===== src/rtl/csa_stream_acc_pkg.sv =====
// Shared types and helpers for the carry-save stream accumulator.
package csa_stream_acc_pkg;

  typedef enum logic [1:0] {
    StAccum,
    StResolve,
    StHold
  } acc_state_e;

  // Result width: enough headroom for num_ops full-scale w-bit operands.
  function automatic int unsigned calc_out_w(input int unsigned w, input int unsigned num_ops);
    return w + $clog2(num_ops);
  endfunction

endpackage


===== src/rtl/csa_row.sv =====
// One row of 3:2 compressors: bitwise sum and majority carry shifted up one place.
module csa_row #(
  parameter int unsigned Width = 8
) (
  input  logic [Width-1:0] a_i,
  input  logic [Width-1:0] b_i,
  input  logic [Width-1:0] c_i,
  output logic [Width-1:0] sum_o,
  output logic [Width-1:0] carry_o
);

  logic [Width-1:0] maj;

  always_comb begin
    sum_o   = a_i ^ b_i ^ c_i;
    maj     = (a_i & b_i) | (a_i & c_i) | (b_i & c_i);
    // Top majority bit is always zero while the running total fits in Width bits.
    carry_o = maj << 1;
  end

endmodule


===== src/rtl/csa_stream_accumulator.sv =====
// Streams NUM_OPS operands into redundant sum/carry registers, then resolves and presents the total.
// Optional macro CSA_STREAM_ACC_LAST_EN adds in_last to terminate a sum early.
module csa_stream_accumulator
  import csa_stream_acc_pkg::*;
#(
  parameter  int unsigned W       = 4,
  parameter  int unsigned NUM_OPS = 10,
  localparam int unsigned OUT_W   = calc_out_w(W, NUM_OPS),
  localparam int unsigned CNT_W   = $clog2(NUM_OPS + 1)
) (
  input  logic             clk,
  input  logic             reset,
  input  logic [W-1:0]     in_data,
  input  logic             in_valid,
`ifdef CSA_STREAM_ACC_LAST_EN
  input  logic             in_last,
`endif
  output logic             in_ready,
  output logic [OUT_W-1:0] out_data,
  output logic             out_valid,
  input  logic             out_ready,
  output logic [CNT_W-1:0] op_count
);

  acc_state_e       state_q;
  logic [OUT_W-1:0] sum_q;
  logic [OUT_W-1:0] carry_q;
  logic [OUT_W-1:0] out_data_q;
  logic             out_valid_q;
  logic [CNT_W-1:0] op_count_q;

  logic [OUT_W-1:0] x;
  logic [OUT_W-1:0] row_sum;
  logic [OUT_W-1:0] row_carry;
  logic             accept;
  logic             end_of_sum;

  assign x         = OUT_W'(in_data);
  assign in_ready  = (state_q == StAccum);
  assign accept    = in_valid && in_ready;
  assign out_data  = out_data_q;
  assign out_valid = out_valid_q;
  assign op_count  = op_count_q;

`ifdef CSA_STREAM_ACC_LAST_EN
  assign end_of_sum = (op_count_q == CNT_W'(NUM_OPS - 1)) || in_last;
`else
  assign end_of_sum = (op_count_q == CNT_W'(NUM_OPS - 1));
`endif

  csa_row #(
    .Width(OUT_W)
  ) u_row (
    .a_i    (sum_q),
    .b_i    (carry_q),
    .c_i    (x),
    .sum_o  (row_sum),
    .carry_o(row_carry)
  );

  always_ff @(posedge clk) begin
    if (reset) begin
      state_q     <= StAccum;
      sum_q       <= '0;
      carry_q     <= '0;
      out_data_q  <= '0;
      out_valid_q <= 1'b0;
      op_count_q  <= '0;
    end else begin
      unique case (state_q)
        StAccum: begin
          if (accept) begin
            sum_q      <= row_sum;
            carry_q    <= row_carry;
            op_count_q <= op_count_q + 1'b1;
            if (end_of_sum) state_q <= StResolve;
          end
        end
        StResolve: begin
          out_data_q  <= sum_q + carry_q;
          out_valid_q <= 1'b1;
          state_q     <= StHold;
        end
        StHold: begin
          // op_count keeps the finished sum's count visible until the result is taken.
          if (out_ready) begin
            out_valid_q <= 1'b0;
            sum_q       <= '0;
            carry_q     <= '0;
            op_count_q  <= '0;
            state_q     <= StAccum;
          end
        end
        default: state_q <= StAccum;
      endcase
    end
  end

endmodule


===== config.mk =====
export PLATFORM = sky130hd
export DESIGN_NAME = csa_stream_accumulator
export DESIGN_NICKNAME = d
export VERILOG_FILES = /design/src/rtl/csa_stream_acc_pkg.sv /design/src/rtl/csa_row.sv /design/src/rtl/csa_stream_accumulator.sv
export SDC_FILE = /design/constraint.sdc
export NUM_CORES = 1
export LEC_CHECK = 0
export BUFFER_PORTS_ARGS = -buffer_cell sky130_fd_sc_hd__buf_4
export CAP_MARGIN = 20
export CORE_ASPECT_RATIO = 0.5
export CORE_UTILIZATION = 40
export DETAILED_ROUTE_END_ITERATION = 10
export PLACE_DENSITY = 0.65
export SKIP_LAST_GASP = 1
export SYNTH_ARGS = -nofsm -noshare
export SYNTH_HDL_FRONTEND = slang
export SYNTH_SLANG_ARGS = --single-unit

===== constraint.sdc =====
create_clock -name clk -period 1.68 [get_ports clk]
set_input_delay 0.084 -clock clk [delete_from_list [all_inputs] [get_ports clk]]
set_output_delay 0.084 -clock clk [all_outputs]
set_load 0.02 [all_outputs]

==> impl_metrics.toml, run 1 <==
[grt]
grt-ovfl-total = 0
grt_use_met1_pct = 19.6
antenna_found_initial = 0
grt_use_met2_pct = 28.2
grt_pass1_vias = 1067
grt_pass1_wl_microns = 4840
grt_max_degree = 31
grtUsageTotal_pct = 16.5
met3_usage_pct = 6.58
grt_busiest_layer = "met2"

[layout]
area_delta_synth_final_pct = 23.7
diodes = 0
drive_gt1_share_pct = 24.7
final_nets = 206
fin_cells = 237
final_cell_area_sq_mm = 0.00182

[yosys]
yosys_register_bits = 30
async_reset_ff_share_pct = 0
yosysMostFrequentCell = "dfxtp_1"
synth_top_area_share_pct = 40.8
synth_seq_area_share_pct = 40.8
synth_ff_type = "dfxtp_1"
synth_common_cells = "30 x dfxtp_1, 23 x nor2_1, 13 x a22oi_1, 12 x nand2_1, 9 x ha_1"
synth_top_area_cell = "dfxtp_1"
ys_warn_count = 0
synth_edf_count = 0
synth_cell_types = 38
netlist_area_sq_mm = 0.00147
syn_area_per_cell_sq_um = 9.31
syn-num-nets = 179
synth_cells = 158
yosys-top-cells-area = "dfxtp_1 41%, ha_1 7.7%, a22oi_1 6.6%, nor2_1 5.9%, fa_1 5.4%"

[drt]
vias = 1227
viasPerCell = 5.18
wl_per_cell_microns = 12.8
ant_nets = 0
wirelength_microns = 3030
post-route-drc-count = 0
drtIter0Drc = 33
drt-pass1-iter-count = 4

[clock_tree]
clkSinkCount = 30
cts_buffers = 5
insertion_delay_ns = 0.29
h-tree-depth = 2
clkSlewWorstSetupHoldPaths_ns = 0.07
cts_tree = "built"
clock-root-buffer = "clkbuf_8"
cts_hold_buf = 0
clockBufferDepth = 2

[hold_path]
hp-class = "input port to flip-flop"
holdPathEnd = "state_q[1]$_SDFFE_PP0P_"
min_path_cells = 3
holdCritStartpoint = "out_ready"

[worst_setup_path]
cp_data_arrival_time_ns = 1.84
worstPathRequired_ns = 1.88
path_max_fanout = 3
regToRegEndpoint = "out_data[7]$_SDFFE_PP0P_"
r2r_start = "carry_q[1]$_SDFFE_PP0P_"
endpoint_kind = "flip-flop"
ff2ff_setup_slack_ns = 0.04
crit_type = "flip-flop to flip-flop"
rr_worst_depth = 6
start_kind = "flip-flop"

[placement]
dp_hpwl_microns = 2070
io_buffers = 21
gp_congestion = 0.709
placedCellCount = 228
dpl_cell_area_sq_mm = 0.00169

[floorplanning]
die_x_microns = 87.8
core_area_sq_mm = 0.00347
die_h_microns = 44.9
dieArea_sq_mm = 0.00394
start_util_pct = 42.4
io_pins = 22
num_rows = 15

[sta]
hold_viol_final = 0
fin_crit_sh_pct = 97.8
skew_ns = 0.00590
clock.fmax_mhz = 609
setup_viol = 0
maxSlewViolCount = 0
grt_setup_unrepaired = "yes"
setup_tns_ns = 0
tightestPinTransition_ns = 0.498
fin_crit_ns = 1.64
slew_headroom_pct = 66.8

[outcome]
outcome = "finished, final reports clean"

[power_and_ir_drop]
totalPowerFinal_w = 0.00148
leakagePower_nw = 0.752
ir_worst_vdd_v = 0.000293
p_per_area_mw_per_mm2 = 814

[job]
drv_cap = 0
-- layout by cell type, fill, tap and decap left out, types with 2 or more instances in the layout --
cell type   n
dfxtp_2     2
nor3_1      3
dfxtp_1    28
or3_1       2
o21ai_0     3
mux2i_1     3
a21oi_1     8
xnor2_1     3
a211oi_1    3
nor2b_1     2
nor2_1     22
o211ai_1    2
a22oi_1    13
fa_1        3
nand3b_1    2
ha_1        8
inv_1       5
nand2_1    12
clkbuf_8    6
buf_4      28
a21o_1      2
nand3_1     5
-- how the worst max path moves through the flow --
stage / from / to / cells after the start
floorplan: sum_q[1]$_SDFFE_PP0P_ / out_data[7]$_SDFFE_PP0P_ / 6
global placement: sum_q[1]$_SDFFE_PP0P_ / out_data[7]$_SDFFE_PP0P_ / 6
detailed placement: sum_q[1]$_SDFFE_PP0P_ / out_data[5]$_SDFFE_PP0P_ / 5
CTS: sum_q[1]$_SDFFE_PP0P_ / out_data[7]$_SDFFE_PP0P_ / 6
global route: carry_q[1]$_SDFFE_PP0P_ / out_data[7]$_SDFFE_PP0P_ / 6
finish: carry_q[1]$_SDFFE_PP0P_ / out_data[7]$_SDFFE_PP0P_ / 6
-- what timing repair did --
action                     4_1_cts  5_1_grt
pin swaps                        2        5
setup buffers                    0        1
setup endpoints to repair        2        2
resized for setup                3        5
-- cell families (layout without fill, tap and decap cells) --
family | Yosys count | count (layout) | synth area share (%)
flops | 30 | 30 | 40.8
fa+ha+maj | 13 | 13 | 13.1
simple gates | 56 | 56 | 18.4
compound gates | 39 | 39 | 18.5
xor+xnor | 4 | 4 | 2.38
buf+inv | 13 | 41 | 4.85
mux | 3 | 3 | 2.04
-- worst max-delay path, cell delays in order, from the launching register on --
cell      delay [ns]
dfxtp_2         0.34
ha_4            0.16
fa_2            0.38
a211oi_2        0.21
nor2_2          0.08
mux2i_1         0.13
a211oi_1        0.24
-- where the power goes --
part | total, W | switching [W] | internal [W]
clock | 0.000609 | 0.000281 | 0.000329
combinational | 0.000128 | 0.0000697 | 0.0000579
sequential | 0.000745 | 0.0000183 | 0.000727
-- flip-flops by register name (all words and copies together) (netlist names) --
signal and cells:
out_data 8, sum_q 8, carry_q 7, op_count 4, state_q 2, out_valid 1
-- metrics by stage --
stage                     hold slack (ns)  util (%)  worst slack, ns
after floorplan                     0.270         -           0.0108
after global placement              0.387      48.5          0.00409
after detailed placement            0.390      48.5          -0.0623
after CTS                           0.111      51.7           0.0143
after global routing                0.129      52.4          -0.0243
final                               0.116      52.4           0.0376
-- layout make-up --
class	count	area (sq um)
fill	343	1650
multi-input combinational	115	830
sequential	30	603
timing repair buffer	28	210
clock buffer	6	82.6
tap	51	63.8
inverter	5	18.8
clock inverter	2	12.5
-- per-layer routing --
metal	vias to the layer above	share of wire [%]
met5	-	0
met4	0	0.46
met3	2	3.8
met2	18	47
met1	591	48
li1	616	-
Power figures use the tool's default switching activity.
==> run 2, diff against run 1 <==
--- a/config.mk
+++ b/config.mk
@@ -5,12 +5,13 @@
 export SDC_FILE = /design/constraint.sdc
 export NUM_CORES = 1
 export LEC_CHECK = 0
+export ABC_CLOCK_PERIOD_IN_PS = 1680
 export BUFFER_PORTS_ARGS = -buffer_cell sky130_fd_sc_hd__buf_4
 export CAP_MARGIN = 20
 export CORE_ASPECT_RATIO = 0.5
-export CORE_UTILIZATION = 40
+export CORE_UTILIZATION = 30
 export DETAILED_ROUTE_END_ITERATION = 10
-export PLACE_DENSITY = 0.65
+export PLACE_DENSITY = 0.52
 export SKIP_LAST_GASP = 1
 export SYNTH_ARGS = -nofsm -noshare
 export SYNTH_HDL_FRONTEND = slang
==> impl_metrics.toml, run 2 (synthesized netlist as in run 1, its figures left out) <==
[outcome]
outcome = "finished, final reports clean"

[drt]
post-route-drc-count = 0
drtIter0Drc = 44
wirelength_microns = 3180
viasPerCell = 4.71
ant_nets = 0
wl_per_cell_microns = 12.5
drt-pass1-iter-count = 6
vias = 1202

[grt]
grt_max_degree = 31
grt_pass1_vias = 1086
grtUsageTotal_pct = 13.8
grt-ovfl-total = 0
antenna_found_initial = 0
grt_pass1_wl_microns = 5330

[floorplanning]
die_h_microns = 51.5
start_util_pct = 32.3
die_x_microns = 101
core_area_sq_mm = 0.00455
io_pins = 22
dieArea_sq_mm = 0.00521
num_rows = 17

[layout]
diodes = 0
final_cell_area_sq_mm = 0.00183
final_common_cell = "buf_4"
final_nets = 210
area_delta_synth_final_pct = 24.4
layout_common_cells = "32 x buf_4, 30 x dfxtp_1, 22 x nor2_1, 13 x a22oi_1, 12 x nand2_1"
drive_gt1_share_pct = 23.3
finish.utilization_pct = 40.2

[placement]
dp_hpwl_microns = 2260
dpl_cell_area_sq_mm = 0.00174
gp_congestion = 0.722
io_buffers = 21
dpl_worst_slack_ns = -0.0553

[clock_tree]
h-tree-depth = 2
cts_tree = "built"
clkSinkCount = 30
clock-root-buffer = "clkbuf_8"
cts_buffers = 5
clkSlewWorstSetupHoldPaths_ns = 0.06
insertion_delay_ns = 0.28
clockBufferDepth = 2
cts_hold_buf = 0

[sta]
tightestPinTransition_ns = 0.538
setup_ws_ns = 0.0850
slew_headroom_pct = 64.0
maxSlewViolCount = 0
skew_ns = 0.00212
fin_crit_sh_pct = 94.9
clock.fmax_mhz = 627
fin_crit_ns = 1.59
setup_viol = 0
hold_viol_final = 0

[power_and_ir_drop]
seqPwrFrac_pct = 52.2
comb_power_share_pct = 9.6
p_int_w = 0.00107
ir_worst_vdd_v = 0.000223
swShare_pct = 24.4
p_per_area_mw_per_mm2 = 776
leakagePower_nw = 0.755
p_sw_w = 0.000346
clockPowerShare_pct = 38.3
totalPowerFinal_w = 0.00142

[worst_setup_path]
r2r_start = "sum_q[1]$_SDFFE_PP0P_"
cp_data_arrival_time_ns = 1.79
crit_type = "flip-flop to flip-flop"
endpoint_kind = "flip-flop"
path_max_fanout = 3
worstPathRequired_ns = 1.87
start_kind = "flip-flop"
rr_worst_depth = 6
critPathLaunch = "sum_q[1]$_SDFFE_PP0P_"

[hold_path]
holdCritStartpoint = "out_ready"
min_path_cells = 3
hp-class = "input port to flip-flop"

[job]
drv_cap = 0
-- run 2: cell count changes in the layout (fill, tap and decap cells not counted) --
cell and change:
ha_2 +1, clkinv_2 -1, ha_4 -1, dfxtp_2 -2
o41ai_1 +1, dfxtp_1 +2, buf_4 +4, o41ai_2 -1
clkbuf_1 +2, clkbuf_8 -1, clkinvlp_4 -1
-- run 2: stage by stage --
step	cells	setup TNS, ns	hold slack, ns
2_1_floorplan	158	0	0.270
3_3_place_gp	248	-0.0107	0.379
3_5_place_dp	248	-0.0553	0.386
4_1_cts	255	0	0.0895
5_1_grt	255	-0.0259	0.117
6_report	255	0	0.0971
-- run 2: final cells by class --
type / count / area, sq um
Clock buffer: 7 / 76.3
Fill cell: 476 / 2720
Inverter: 5 / 18.8
Multi-Input combinational cell: 115 / 812
Sequential cell: 30 / 601
Tap cell: 66 / 82.6
Timing Repair Buffer: 32 / 240
-- run 2: timing repair --
item	in CTS	in global routing
pin swaps	1	3
buffers inserted	0	0
endpoints found under the setup margin	2	1
resized for setup	1	3
-- run 2: per-layer routing --
metal | global-route usage (%) | share of wire [%] | vias up | wire length, microns
li1 | - | - | 621 | -
met5 | 0 | 0 | - | 0
met1 | 18.9 | 53 | 562 | 1700
met4 | 6.52 | 1.7 | 0 | 55
met2 | 19.4 | 42 | 15 | 1320
met3 | 4.57 | 3.4 | 4 | 109
-- run 2: worst max-delay path: stages (launching register included) --
cell and delay (ns):
dfxtp_1 0.31, ha_2 0.20, fa_2 0.38, a211oi_2 0.22, nor2_2 0.08, mux2i_1 0.13
a211oi_1 0.20
-- run 2: worst paths after layout --
| path | endpoint | slack (ns) |
|---|---|---|
| worst max register to register | out_data[7]$_SDFFE_PP0P_ | 0.09 |
| worst min register to register | out_valid$_SDFFE_PP0P_ | 0.45 |
| worst min-delay path | state_q[1]$_SDFFE_PP0P_ | 0.1 |
| worst max-delay path | out_data[7]$_SDFFE_PP0P_ | 0.09 |
-- run 2: power groups by stage --
stage / Sequential (W) / Clock, W / Combinational (W)
2_1_floorplan: 0.000761 / 0 / 0.0000810
3_3_place_gp: 0.000756 / 0 / 0.000135
3_5_place_dp: 0.000756 / 0 / 0.000136
4_1_cts: 0.000741 / 0.000556 / 0.000137
5_1_grt: 0.000743 / 0.000593 / 0.000155
6_report: 0.000741 / 0.000543 / 0.000136
==> run 3, diff against run 2 <==
==> constraint.sdc (replaced) <==
create_clock -name clk -period 1.68 [get_ports clk]
set_input_delay 0.336 -clock clk [delete_from_list [all_inputs] [get_ports clk]]
set_output_delay 0.336 -clock clk [all_outputs]
set_load 0.02 [all_outputs]
==> impl_metrics.toml, run 3 (synthesized netlist as in run 1, its figures left out) <==
[layout]
final_common_cell = "buf_4"
final_nets = 210
drive_gt1_share_pct = 24.3
fin_cells = 255
layout_common_cells = "32 x buf_4, 28 x dfxtp_1, 22 x nor2_1, 13 x a22oi_1, 12 x nand2_1"
diodes = 0
final_cell_area_sq_mm = 0.00184
area_delta_synth_final_pct = 25.3
finish.utilization_pct = 40.5

[power_and_ir_drop]
p_per_area_mw_per_mm2 = 767
leakagePower_nw = 0.756
ir_worst_vdd_v = 0.000245
totalPowerFinal_w = 0.00141

[sta]
grt_setup_unrepaired = "no"
tightestPinTransition_ns = 0.325
setup_viol = 0
skew_ns = 0.00335
fin_crit_sh_pct = 94.7
slew_headroom_pct = 78.3
fin_crit_ns = 1.59
clock.fmax_mhz = 628
hold_viol_final = 0
maxSlewViolCount = 0

[floorplanning]
dieArea_sq_mm = 0.00521
core_area_sq_mm = 0.00455
die_h_microns = 51.5
io_pins = 22
num_rows = 17
die_x_microns = 101
start_util_pct = 32.3

[outcome]
outcome = "finished, final reports clean"

[clock_tree]
clockBufferDepth = 2
clkSinkCount = 30
cts_tree = "built"
insertion_delay_ns = 0.27
cts_buffers = 5
post_cts_buffers = 0
clock-root-buffer = "clkbuf_8"
h-tree-depth = 2
cts_hold_buf = 0
clkSlewWorstSetupHoldPaths_ns = 0.06

[drt]
wl_per_cell_microns = 12.5
vias = 1239
wirelength_microns = 3180
viasPerCell = 4.86
post-route-drc-count = 0
drt-pass1-iter-count = 4
ant_nets = 0
drtIter0Drc = 41

[worst_setup_path]
slowest_delay_ns = 0.40
crit_family = "adder cells"
start_kind = "flip-flop"
cp_num_buf_inv = 0
critPathSlowestCell = "fa_2"
crit_type = "flip-flop to flip-flop"
cp_data_arrival_time_ns = 1.78
path_max_fanout = 3
endpoint_kind = "flip-flop"
cp.depth = 6
ff2ff_setup_slack_ns = 0.09
rr_worst_depth = 6
worstPathRequired_ns = 1.87
crit_chain = "ha_4, fa_2, a211oi_2, nor2_2, mux2i_1, a211oi_1"

[grt]
grt_pass1_wl_microns = 5590
antenna_found_initial = 0
grt_max_degree = 31
grt-ovfl-total = 0
grtUsageTotal_pct = 14.1
grt_pass1_vias = 1194

[placement]
io_buffers = 21
placedCellCount = 248
dp_hpwl_microns = 2270
gp_congestion = 0.778
dpl_cell_area_sq_mm = 0.00174

[hold_path]
hp-class = "input port to flip-flop"
min_path_cells = 3

[job]
drv_cap = 0
-- run 3: through the flow --
step	setup TNS [ns]	hold WS [ns]	setup slack (ns)
2_1_floorplan	0	0.449	0.0108
3_3_place_gp	-0.00970	0.443	-0.00970
3_5_place_dp	-0.0436	0.448	-0.0436
4_1_cts	0	0.340	0.0109
5_1_grt	0	0.358	0.00236
6_report	0	0.351	0.0883
-- run 3: final timing paths --
path                          startpoint                  endpoint
hold reg to reg   out_valid$_SDFFE_PP0P_    out_valid$_SDFFE_PP0P_
setup reg to reg   sum_q[1]$_SDFFE_PP0P_  out_data[7]$_SDFFE_PP0P_
hold / removal                 out_ready   state_q[1]$_SDFFE_PP0P_
setup / recovery   sum_q[1]$_SDFFE_PP0P_  out_data[7]$_SDFFE_PP0P_
-- run 3: worst register-to-register path, stage by stage, from the launching register on --
cell      delay, ns
dfxtp_2        0.34
ha_4           0.16
fa_2           0.40
a211oi_2       0.21
nor2_2         0.08
mux2i_1        0.12
a211oi_1       0.19
-- run 3: repair_timing --
item | in CTS | in global routing
endpoints found under the setup margin | 2 | 1
gates resized for setup | 2 | 5
hold endpoints to repair | 0 | 0
pin swaps | 1 | 5
-- run 3: report_power, final --
group	internal (W)	total, W	leakage (nW)	switching (W)
Sequential	0.000727	0.000743	0.244	0.0000154
Combinational	0.0000640	0.000138	0.474	0.0000739
Clock	0.000284	0.000533	0.0383	0.000248
-- run 3: routing by layer --
layer / track usage (%) / wire, microns
met1: 19.4 / 1710
met2: 21.7 / 1350
met3: 3.63 / 91
met4: 4.35 / 35
met5: 0 / 0
-- run 3: final cells by class --
type / count / area (sq um)
tap: 66 / 82.6
fill: 484 / 2710
clock buffer: 7 / 76.3
sequential: 30 / 603
timing repair buffer: 32 / 240
inverter: 5 / 18.8
multi-input combinational: 115 / 822
